$ cat src/rtl/timer_ctrl_pkg.sv
// Shared state encodings and default timing constants for the timer UI controller.
package timer_ctrl_pkg;
    localparam int STATE_W = 3;

    typedef enum logic [STATE_W-1:0] {
        ST_STOP    = 3'd0,
        ST_RUN     = 3'd1,
        ST_ADJ_SEC = 3'd2,
        ST_ADJ_MIN = 3'd3,
        ST_ADJ_HR  = 3'd4
    } state_t;

    localparam logic [31:0] DEF_CLOCK_FREQ      = 32'd50_000_000;
    localparam logic [19:0] DEF_DEBOUNCE_CYCLES = 20'd500_000;
    localparam logic [31:0] DEF_TIMEOUT_CYCLES  = 32'd500_000_000;
    localparam logic [31:0] DEF_REPEAT_DELAY    = 32'd25_000_000;
    localparam logic [31:0] DEF_REPEAT_PERIOD   = 32'd5_000_000;

    function automatic logic is_adj(input state_t s);
        return (s == ST_ADJ_SEC) || (s == ST_ADJ_MIN) || (s == ST_ADJ_HR);
    endfunction
endpackage

$ cat src/rtl/btn_conditioner.sv
// Raw button -> 2-FF sync -> debounced level -> one-cycle registered press pulse.
// Latency raw edge to o_press: 2 + DEBOUNCE_CYCLES + 1 cycles; no backpressure.
module btn_conditioner
    import timer_ctrl_pkg::*;
#(
    parameter logic [19:0] DEBOUNCE_CYCLES = DEF_DEBOUNCE_CYCLES
) (
    input  logic i_clk,
    input  logic i_rst,
    input  logic i_raw,
    output logic o_level,
    output logic o_press
);
    logic        r_sync1;
    logic        r_sync2;
    logic        r_level;
    logic        r_level_d;
    logic        r_press;
    logic [19:0] r_cnt;

    always_ff @(posedge i_clk) begin
        if (i_rst) begin
            r_sync1   <= 1'b0;
            r_sync2   <= 1'b0;
            r_level   <= 1'b0;
            r_level_d <= 1'b0;
            r_press   <= 1'b0;
            r_cnt     <= '0;
        end else begin
            r_sync1   <= i_raw;
            r_sync2   <= r_sync1;
            // Counts consecutive samples that disagree with the current level.
            if (r_sync2 == r_level) begin
                r_cnt <= '0;
            end else if (r_cnt == DEBOUNCE_CYCLES - 20'd1) begin
                r_level <= r_sync2;
                r_cnt   <= '0;
            end else begin
                r_cnt <= r_cnt + 20'd1;
            end
            r_level_d <= r_level;
            r_press   <= r_level & ~r_level_d;
        end
    end

    assign o_level = r_level;
    assign o_press = r_press;
endmodule

$ cat src/rtl/timer_mode_ctrl.sv
// Button/switch front end and five-state mode FSM driving the timer controls; pulses one cycle after the press event.
// Build macro TIMER_AUTO_REPEAT_EN adds hold-to-repeat increment pulses; no backpressure.
module timer_mode_ctrl
    import timer_ctrl_pkg::*;
#(
    parameter logic [31:0] CLOCK_FREQ      = DEF_CLOCK_FREQ,
    parameter logic [19:0] DEBOUNCE_CYCLES = DEF_DEBOUNCE_CYCLES,
    parameter logic [31:0] TIMEOUT_CYCLES  = DEF_TIMEOUT_CYCLES,
    parameter logic [31:0] REPEAT_DELAY    = DEF_REPEAT_DELAY,
    parameter logic [31:0] REPEAT_PERIOD   = DEF_REPEAT_PERIOD
) (
    input  logic               i_clk,
    input  logic               i_rst,
    input  logic               i_btn_mode,
    input  logic               i_btn_inc,
    input  logic               i_btn_save,
    input  logic               i_sw_run,
    output logic               o_start_stop,
    output logic               o_select_seconds,
    output logic               o_select_minutes,
    output logic               o_select_hours,
    output logic               o_increment,
    output logic               o_save,
    output logic [STATE_W-1:0] o_mode
);
    logic        w_mode_lvl, w_mode_press;
    logic        w_inc_lvl,  w_inc_press;
    logic        w_save_lvl, w_save_press;
    logic        r_run_s1, r_run_s2;
    state_t      r_state, w_next;
    logic        w_is_adj, w_state_chg, w_any_evt, w_timeout;
    logic        w_do_inc, w_do_save, w_rep_evt;
    logic [31:0] r_to_cnt;
    logic        r_increment, r_save;
    logic        w_unused;

    btn_conditioner #(.DEBOUNCE_CYCLES(DEBOUNCE_CYCLES)) u_btn_mode (
        .i_clk(i_clk), .i_rst(i_rst), .i_raw(i_btn_mode), .o_level(w_mode_lvl), .o_press(w_mode_press));
    btn_conditioner #(.DEBOUNCE_CYCLES(DEBOUNCE_CYCLES)) u_btn_inc (
        .i_clk(i_clk), .i_rst(i_rst), .i_raw(i_btn_inc), .o_level(w_inc_lvl), .o_press(w_inc_press));
    btn_conditioner #(.DEBOUNCE_CYCLES(DEBOUNCE_CYCLES)) u_btn_save (
        .i_clk(i_clk), .i_rst(i_rst), .i_raw(i_btn_save), .o_level(w_save_lvl), .o_press(w_save_press));

    always_ff @(posedge i_clk) begin
        if (i_rst) begin
            r_run_s1 <= 1'b0;
            r_run_s2 <= 1'b0;
        end else begin
            r_run_s1 <= i_sw_run;
            r_run_s2 <= r_run_s1;
        end
    end

    assign w_is_adj    = is_adj(r_state);
    assign w_state_chg = (w_next != r_state);
    assign w_any_evt   = w_mode_press | w_inc_press | w_save_press | w_rep_evt;
    assign w_timeout   = w_is_adj & ~w_any_evt & (r_to_cnt == TIMEOUT_CYCLES - 32'd1);
    // Priority mode > save > inc: a lower event sharing a cycle is dropped.
    assign w_do_save   = w_is_adj & w_save_press & ~w_mode_press;
    assign w_do_inc    = w_is_adj & (w_inc_press | w_rep_evt) & ~w_mode_press & ~w_save_press;

    always_ff @(posedge i_clk) begin
        if (i_rst) r_state <= ST_STOP;
        else       r_state <= w_next;
    end

    always_comb begin
        w_next = r_state;
        case (r_state)
            ST_STOP:    if (w_mode_press) w_next = ST_ADJ_SEC;
                        else if (r_run_s2) w_next = ST_RUN;
            ST_RUN:     if (w_mode_press) w_next = ST_ADJ_SEC;
                        else if (!r_run_s2) w_next = ST_STOP;
            ST_ADJ_SEC: if (w_mode_press) w_next = ST_ADJ_MIN;
                        else if (w_timeout) w_next = ST_STOP;
            ST_ADJ_MIN: if (w_mode_press) w_next = ST_ADJ_HR;
                        else if (w_timeout) w_next = ST_STOP;
            ST_ADJ_HR:  if (w_mode_press || w_timeout) w_next = ST_STOP;
            default:    w_next = ST_STOP;
        endcase
    end

    always_comb begin
        o_start_stop     = (r_state == ST_RUN);
        o_select_seconds = (r_state == ST_ADJ_SEC);
        o_select_minutes = (r_state == ST_ADJ_MIN);
        o_select_hours   = (r_state == ST_ADJ_HR);
        o_mode           = r_state;
        o_increment      = r_increment;
        o_save           = r_save;
    end

    always_ff @(posedge i_clk) begin
        if (i_rst) begin
            r_increment <= 1'b0;
            r_save      <= 1'b0;
            r_to_cnt    <= '0;
        end else begin
            r_increment <= w_do_inc;
            r_save      <= w_do_save;
            if (!w_is_adj || w_state_chg || w_any_evt) r_to_cnt <= '0;
            else                                       r_to_cnt <= r_to_cnt + 32'd1;
        end
    end

`ifdef TIMER_AUTO_REPEAT_EN
    logic [31:0] r_rep_cnt;
    logic        r_rep_act;
    logic        r_rep_first;

    // First repeat waits REPEAT_DELAY after the press, later ones REPEAT_PERIOD apart.
    assign w_rep_evt = r_rep_act & (r_rep_cnt == (r_rep_first ? REPEAT_DELAY : REPEAT_PERIOD));

    always_ff @(posedge i_clk) begin
        if (i_rst || !w_is_adj || !w_inc_lvl || w_state_chg) begin
            r_rep_act   <= 1'b0;
            r_rep_first <= 1'b0;
            r_rep_cnt   <= '0;
        end else if (w_do_inc || w_rep_evt) begin
            r_rep_act   <= 1'b1;
            r_rep_first <= ~w_rep_evt;
            r_rep_cnt   <= 32'd1;
        end else if (r_rep_act) begin
            r_rep_cnt   <= r_rep_cnt + 32'd1;
        end
    end

    assign w_unused = ^{CLOCK_FREQ, w_mode_lvl, w_save_lvl};
`else
    assign w_rep_evt = 1'b0;
    assign w_unused  = ^{CLOCK_FREQ, REPEAT_DELAY, REPEAT_PERIOD, w_mode_lvl, w_inc_lvl, w_save_lvl};
`endif
endmodule

$ cat config.mk
export PLATFORM = sky130hd
export DESIGN_NAME = timer_mode_ctrl
export DESIGN_NICKNAME = d
export VERILOG_FILES = /design/src/rtl/timer_ctrl_pkg.sv /design/src/rtl/btn_conditioner.sv /design/src/rtl/timer_mode_ctrl.sv
export SDC_FILE = /design/constraint.sdc
export NUM_CORES = 1
export LEC_CHECK = 0
export CAP_MARGIN = 40
export CORE_MARGIN = 5
export CORE_UTILIZATION = 60
export CTS_CLUSTER_SIZE = 24
export DETAILED_ROUTE_END_ITERATION = 8
export PLACE_DENSITY = 0.88
export SLEW_MARGIN = 20
export SYNTH_ARGS = -nofsm -noshare
export SYNTH_HDL_FRONTEND = slang
export SYNTH_SLANG_ARGS = --single-unit
$ cat constraint.sdc
create_clock -name i_clk -period 3.2 [get_ports i_clk]
set_clock_uncertainty 0.2 [all_clocks]
set_input_delay 0.64 -clock i_clk [delete_from_list [all_inputs] [get_ports i_clk]]
set_output_delay 0.64 -clock i_clk [all_outputs]
set_load 0.02 [all_outputs]
# After elaboration in Yosys (flattened, before gate mapping)
# Cells that the tools add are included.
dict set report totals {
  regBits 114
  output_inout_bits 9
  wordCells 84
}
dict set report op_classes {
  addsub 4
  eq_ne 12
  muxes 9
  bitwise_logic 21
  reduce_logical 14
}
# cell count
set op_table {}
lappend op_table {{adder 20 x 1 -> 20 bit (second input constant)} 3}
lappend op_table {{== test 20 x 19 -> 1 bit (second input constant)} 3}
lappend op_table {{adder 32 x 1 -> 32 bit (second input constant)} 1}
lappend op_table {{== test 32 x 29 -> 1 bit (second input constant)} 1}
lappend op_table {{two-way mux 3 bit} 8}
lappend op_table {{one-hot mux 3 bit (5 select lines)} 1}
lappend op_table {{AND 1 bit} 10}
lappend op_table {{NOT 1 bit} 9}
lappend op_table {{OR reduction 3 bit} 3}
lappend op_table {{== test 3 x 2 -> 1 bit (second input constant)} 2}
lappend op_table {{AND reduction 2 bit} 3}
lappend op_table {{logical OR 1 bit} 5}
lappend op_table {{== test 1 bit} 3}
lappend op_table {{== test 3 x 1 -> 1 bit (second input constant)} 1}
lappend op_table {{== test 3 bit (second input constant)} 1}
lappend op_table {{zero test 3 bit} 1}
lappend op_table {{!= test 3 bit} 1}
lappend op_table {{bitwise OR 1 bit} 2}
lappend op_table {{OR reduction 2 bit} 1}
lappend op_table {{zero test 1 bit} 1}

# Longest topological paths before layout
# Gate-level depths: netlist (run 1).
dict set report logic_depth {
  depth_word 12
  depth_mapped 8
  ltp_nobuf 6
}

# Hierarchy
# From an unflattened synthesis (run 1), not the netlist that was laid out.
dict set report unflattened {
  hier_cells 547
  area_unflattened_um2 5071.1
}
# mod instances cells_each area_per_inst_um2 seq_area_each_um2
set modules_own_cells {}
lappend modules_own_cells {btn_conditioner 3 113 1067.3 500.5}
lappend modules_own_cells {timer_mode_ctrl 1 208 1869.3 780.7}

# Worst setup path after synthesis (run 1)
# No wires, ideal clock.
dict set report synth_timing {
  path_type {register to register}
  startpoint {register r_state[2] (netlist: o_mode[2])}
  endpoint {register r_to_cnt[18]}
  setup_ps 64
  t_arrival_ps 2105
  required_ps 2936
  path_slack_ps 831
  path_stages_with_launch 9
  period_less_slack_ps 2369
  cell_sequence {dfxtp_1 nor3b_2 o21bai_1 or4_1 clkbuf_1 nand2b_1 buf_6 buf_8 nor2_1}
}
# item line
set synth_rtl {}
lappend synth_rtl {{start, declared} timer_mode_ctrl.sv:30} ;# state_t r_state, w_next;
lappend synth_rtl {{start signal, assigned} timer_mode_ctrl.sv:64} ;# else r_state <= w_next;
lappend synth_rtl {{== test 3 bit (*)} n/a}
lappend synth_rtl {{named net o_select_hours} timer_mode_ctrl.sv:21} ;# output logic o_select_hours,
lappend synth_rtl {{logical OR 1 bit} timer_ctrl_pkg.sv:20} ;# return (s == ST_ADJ_SEC) || (s == ST_ADJ_MIN) || (s == ST_ADJ_HR);
lappend synth_rtl {{AND 1 bit (2 in a row)} timer_mode_ctrl.sv:57} ;# assign w_timeout = w_is_adj & ~w_any_evt & (r_to_cnt == TIMEOUT_CYCLES - 32'd1);
lappend synth_rtl {{two-way mux 3 bit or logical OR 1 bit (tied branches)} {timer_mode_ctrl.sv:75, timer_mode_ctrl.sv:77, timer_mode_ctrl.sv:78}}
lappend synth_rtl {{two-way mux 3 bit, on equally long branches} {timer_mode_ctrl.sv:76, timer_mode_ctrl.sv:74, timer_mode_ctrl.sv:78}}
lappend synth_rtl {{one-hot mux 3 bit (5 select lines)} timer_mode_ctrl.sv:69} ;# case (r_state)
lappend synth_rtl {{!= test 3 bit} timer_mode_ctrl.sv:55} ;# assign w_state_chg = (w_next != r_state);
lappend synth_rtl {{logical OR 1 bit (*) (2 in a row)} timer_mode_ctrl.sv:101} ;# if (!w_is_adj || w_state_chg || w_any_evt) r_to_cnt <= '0;
lappend synth_rtl {{OR reduction 2 bit (no line) (*)} n/a}
lappend synth_rtl {{end signal, assigned} timer_mode_ctrl.sv:102} ;# else r_to_cnt <= r_to_cnt + 32'd1;
lappend synth_rtl {{end, declared} timer_mode_ctrl.sv:33} ;# logic [31:0] r_to_cnt;
# The timed path passes the listed nets; every way through them passes the cells marked *.
# A chain may end at the register's enable or synchronous reset.

# Worst setup path in the final report (run 1)
dict set report layout_timing {
  startpoint {register r_state[1] (netlist: o_mode[1])}
  endpoint {output o_select_minutes}
}
dict set report layout_between {
  elab_chain_cells 1
}
# item line
set layout_rtl {}
lappend layout_rtl {{== test 3 x 2 -> 1 bit} timer_mode_ctrl.sv:86} ;# o_select_minutes = (r_state == ST_ADJ_MIN);
lappend layout_rtl {{end, declared} timer_mode_ctrl.sv:20} ;# output logic o_select_minutes,
# Every way passes these cells.

==> results of run 1 <==
-- placed cells by master (no fill, tap or decap), types with 2 or more instances in the layout --
cell / n
and3_1: 12
clkbuf_8: 5
buf_4: 4
clkinvlp_4: 3
xnor2_1: 27
or3_1: 5
xor2_1: 56
nand2_1: 37
clkbuf_16: 16
and4_1: 5
and2_1: 3
nor2_1: 114
a21oi_1: 4
nor2b_1: 16
nor4b_1: 3
nand2b_1: 2
or2_2: 2
clkinv_4: 3
o21ai_0: 3
or4_1: 2
nor4_1: 12
nand3_1: 37
nand4b_1: 4
dfxtp_1: 114
nand4_1: 31
ha_1: 4
clkdlybuf4s50_1: 14
inv_1: 10
nor3b_1: 2
bufinv_16: 2
mux2i_1: 3
clkinv_2: 2
nor3_1: 11
-- routing by layer --
metal / vias up / wire [um]
li1: 1889 / -
met1: 1838 / 4110
met2: 102 / 5260
met3: 23 / 511
met4: 0 / 205
met5: - / 0
-- synth_stat cells, drive strengths merged --
cell type  instances
and2               3
and3              12
nand4b             4
nor3b              3
nand3b             1
or3                5
xnor2             27
or4                2
ha                 4
or2                2
nor2b             16
xor2              56
o21ai              3
clkbuf            13
nor3              11
mux2i              3
inv               10
or4b               1
nand2b             2
and2b              1
nand4             32
o31ai              1
nor4              12
o21bai             1
nor4b              3
and4               5
nand3             38
nand2             37
dfxtp            114
a32o               1
nor2             114
a21oi              4
buf                4
-- metrics by stage --
| step | std cells | hold WS (ns) |
|---|---|---|
| 6_report | 680 | 0.194 |
| 3_5_place_dp | 648 | 0.182 |
| 3_3_place_gp | 648 | 0.174 |
| 4_1_cts | 680 | 0.197 |
| 5_1_grt | 680 | 0.207 |
| 2_1_floorplan | 545 | 0.167 |
-- sequential cells by signal, summed over array words and instances, names as in the netlist --
register,cells
o_increment,1
u_btn_save.o_level,1
u_btn_mode.r_cnt,20
u_btn_inc.r_level_d,1
r_run_s2,1
u_btn_mode.r_level_d,1
o_mode,3
u_btn_save.r_cnt,20
u_btn_inc.r_cnt,20
o_save,1
u_btn_inc.r_sync1,1
u_btn_inc.o_press,1
r_to_cnt,32
u_btn_save.r_sync1,1
u_btn_mode.r_sync1,1
u_btn_inc.r_sync2,1
u_btn_mode.o_press,1
r_run_s1,1
u_btn_save.r_sync2,1
u_btn_save.r_level_d,1
u_btn_mode.o_level,1
u_btn_save.o_press,1
u_btn_mode.r_sync2,1
u_btn_inc.o_level,1
-- worst register-to-register path: stages (launching register included) --
cell     delay (ns)
dfxtp_1        0.38
ha_1           0.23
and4_1         0.28
nand2_1        0.07
nor4_1         0.44
or3_1          0.60
nor2_1         0.13
-- how the worst max path moves through the flow --
stage / to / startpoint / slack (ns)
finish: o_select_minutes / o_mode[1] / 0.29
global route: o_select_minutes / o_mode[1] / 0.19
CTS: o_select_minutes / o_mode[1] / 0.26
detailed placement: r_to_cnt[18] / i_rst / 0.65
global placement: r_to_cnt[28] / i_rst / 0.70
floorplan: r_to_cnt[18] / o_mode[2] / 0.83
-- power by group --
part | internal [mW] | switching [mW]
clock | 1.19 | 0.665
combinational | 0.0130 | 0.0163
sequential | 1.43 | 0.00382
total | 2.63 | 0.685
-- cell type report --
type	instances	area share [%]
tap	102	2.28
clock inverter	11	2.28
multi-input combinational	404	42.7
inverter	10	0.669
sequential	114	40.7
timing repair buffer	18	3.04
clock buffer	21	8.37
-- kinds of logic after synthesis --
group | count (synthesis)
simple gates | 304
flops | 114
xor+xnor | 83
buf+inv | 27
compound gates | 10
fa+ha+maj | 4
mux | 3
==> impl_results.md, run 1 <==
* Die Y-Extent at 99.4 um
* Vias in the first global route at roughly 3,800
* FP Rows at 32
* Max Buffers Root-to-Sink at 2
* CTS H-tree lvls at 4
* Die Area at 9880 sq um
* CP max stage cell: clkdlybuf4s50_1
* Clock Root Buffer: clkbuf_8
* Maximum clock frequency at around 340 MHz
* DR vias at around 3,900
* Slowest stage delay, CP at around 0.62 ns
* Slew headroom at between 40% and 50%
* Synth area leaders: dfxtp_1, xor2_1, nor2_1
* Post-Synth XOR/XNOR Area at roughly 15%
* Final worst slack at 0.290 ns
* Worst-path clk slew at ~0.05 ns
* Initial Utilization at 61.7%
* Largest net degree at the start of global routing at 23
* Post-synthesis mux area share at 0.626%
* Post-synth top area cell: dfxtp_1
* Outcome: completed
* All-layer global routing usage at 21.6%
* Grt met3 use at 5.61%
* Layout cells sized above 1 at about 7.3%
* Routed vias/inst at between 5 and 6
* Met2 usage at 37.7%
* Yosys warns at 0
* Tmin final at just under 3 ns
* Initial antenna violation count at 0
* Placed Area at roughly 5000 sq um
* GPL Wtd Cong at approximately 0.85
* Cells on Worst Hold Path at 1
* Buffers plus inverters on the worst setup path at 1
* Crit path capture type: output pin
* Worst R2R Path Depth at 6
* Final setup vio count at 0
* Worst-Margin Slew at 0.753 ns
* Period utilization at 90.9%
* Area share of fa/ha/maj cells after synthesis at between 1 and 1.5%
* Residual DRC at 0
* Mapped Nets at ~560
* Routing usage on met1 at between 20% and 30%
* Power density over cell area at 591 nW/um^2
* Number of I/O port buffers at 14
* Storage cell area at 2280 sq um
* CP delay by family, top: buffers and inverters
* Synth Cell Area at about 4800 sq um
* Cts bufs inserted at 17
* Clock sinks at around 110
* Max Cap Violations at 0
* Seq/Total Area, Yosys at a little under half
* Final nets at roughly 580
* Final Hold Vio Count at 0
* Total grt overflow at 0
* First-pass GRT wire length at between 15,000 and 20,000 um
* Clk_lat worst skew at 0.52 ns
* Hold buffers post-CTS at 0
* CTS tree: yes
* Largest family of logic cells by synthesized area: simple AND/OR/NAND/NOR gates
* R2R setup slack at ~0.73 ns
* WP data required at roughly 2.4 ns
* Startpoint class of the critical path: flip-flop
* Fill count at approximately 550
* Final slew viol count at 0
* Unrepaired setup endpoints after global routing: false
* Worst path arrival time at just over 2 ns
* Post-CTS setup buffers at 0
* Hold Startpoint: u_btn_inc.r_level_d
* Routed Wire Length at ~10,000 um
* Post-CTS resize count at 0
* HP Class: flip-flop to flip-flop
* Avg Cell Area, Syn at 8.80 sq um
* Dpl hpwl at 6230 um
* Hold endpoint: u_btn_inc.o_press
* Most Used Layer, Global Route: met2
* Worst slack, placed at ~0.65 ns
* Total Power at between 3 and 4 mW
* Final setup TNS at 0 ns
* Post-layout util at between 70% and 80%
* Post-synth top area share at 47.6%
* Lkg Pwr at ~1.8 nW
* Peak supply drop at roughly 350 uV
* CP max FO at 8
* Critical R2R Capture: u_btn_mode.r_cnt[13]
* Synth unique cells at 38
* Critical path type: flip-flop to output pin
* Die Width at slightly below 100 um
* TritonRoute pass-1 iters at 5
* Antenna diodes at 0
* Synthesized flop and latch total at 114
* Final Cell Area at between 5000 and 6000 sq um
* Routed wire per std cell at around 15 um
* Syn Inst Count at about 550
* Footprint of the multi-input gates at about 2400 sq um
* Crit-path cells: nor2b_1 > and2_1 > clkdlybuf4s50_1
* Simple-Gate Fraction of Synth Area at 31.8%
* Routed Antenna Nets at 0
* Crit Reg-Reg Startpoint: u_btn_mode.r_cnt[0]
* Synth Area in Compound Gates at approximately 1.3%
* Drt initial violations at about 190
* CORE AREA at 7770 sq um
* Ports at 15
* Number of cells on the critical path at 3
* Layout area overhead at 16.9%
Power figures use the tool's default switching activity.
==> run 2: changes to the inputs <==
--- a/config.mk
+++ b/config.mk
@@ -10,6 +10,8 @@
 export CORE_UTILIZATION = 60
 export CTS_CLUSTER_SIZE = 24
 export DETAILED_ROUTE_END_ITERATION = 8
+export GPL_ROUTABILITY_DRIVEN = 0
+export GPL_TIMING_DRIVEN = 1
 export PLACE_DENSITY = 0.88
 export SLEW_MARGIN = 20
 export SYNTH_ARGS = -nofsm -noshare
==> results of run 2 <==
No change in the layout: final DEF, timing and power equal those of run 1.
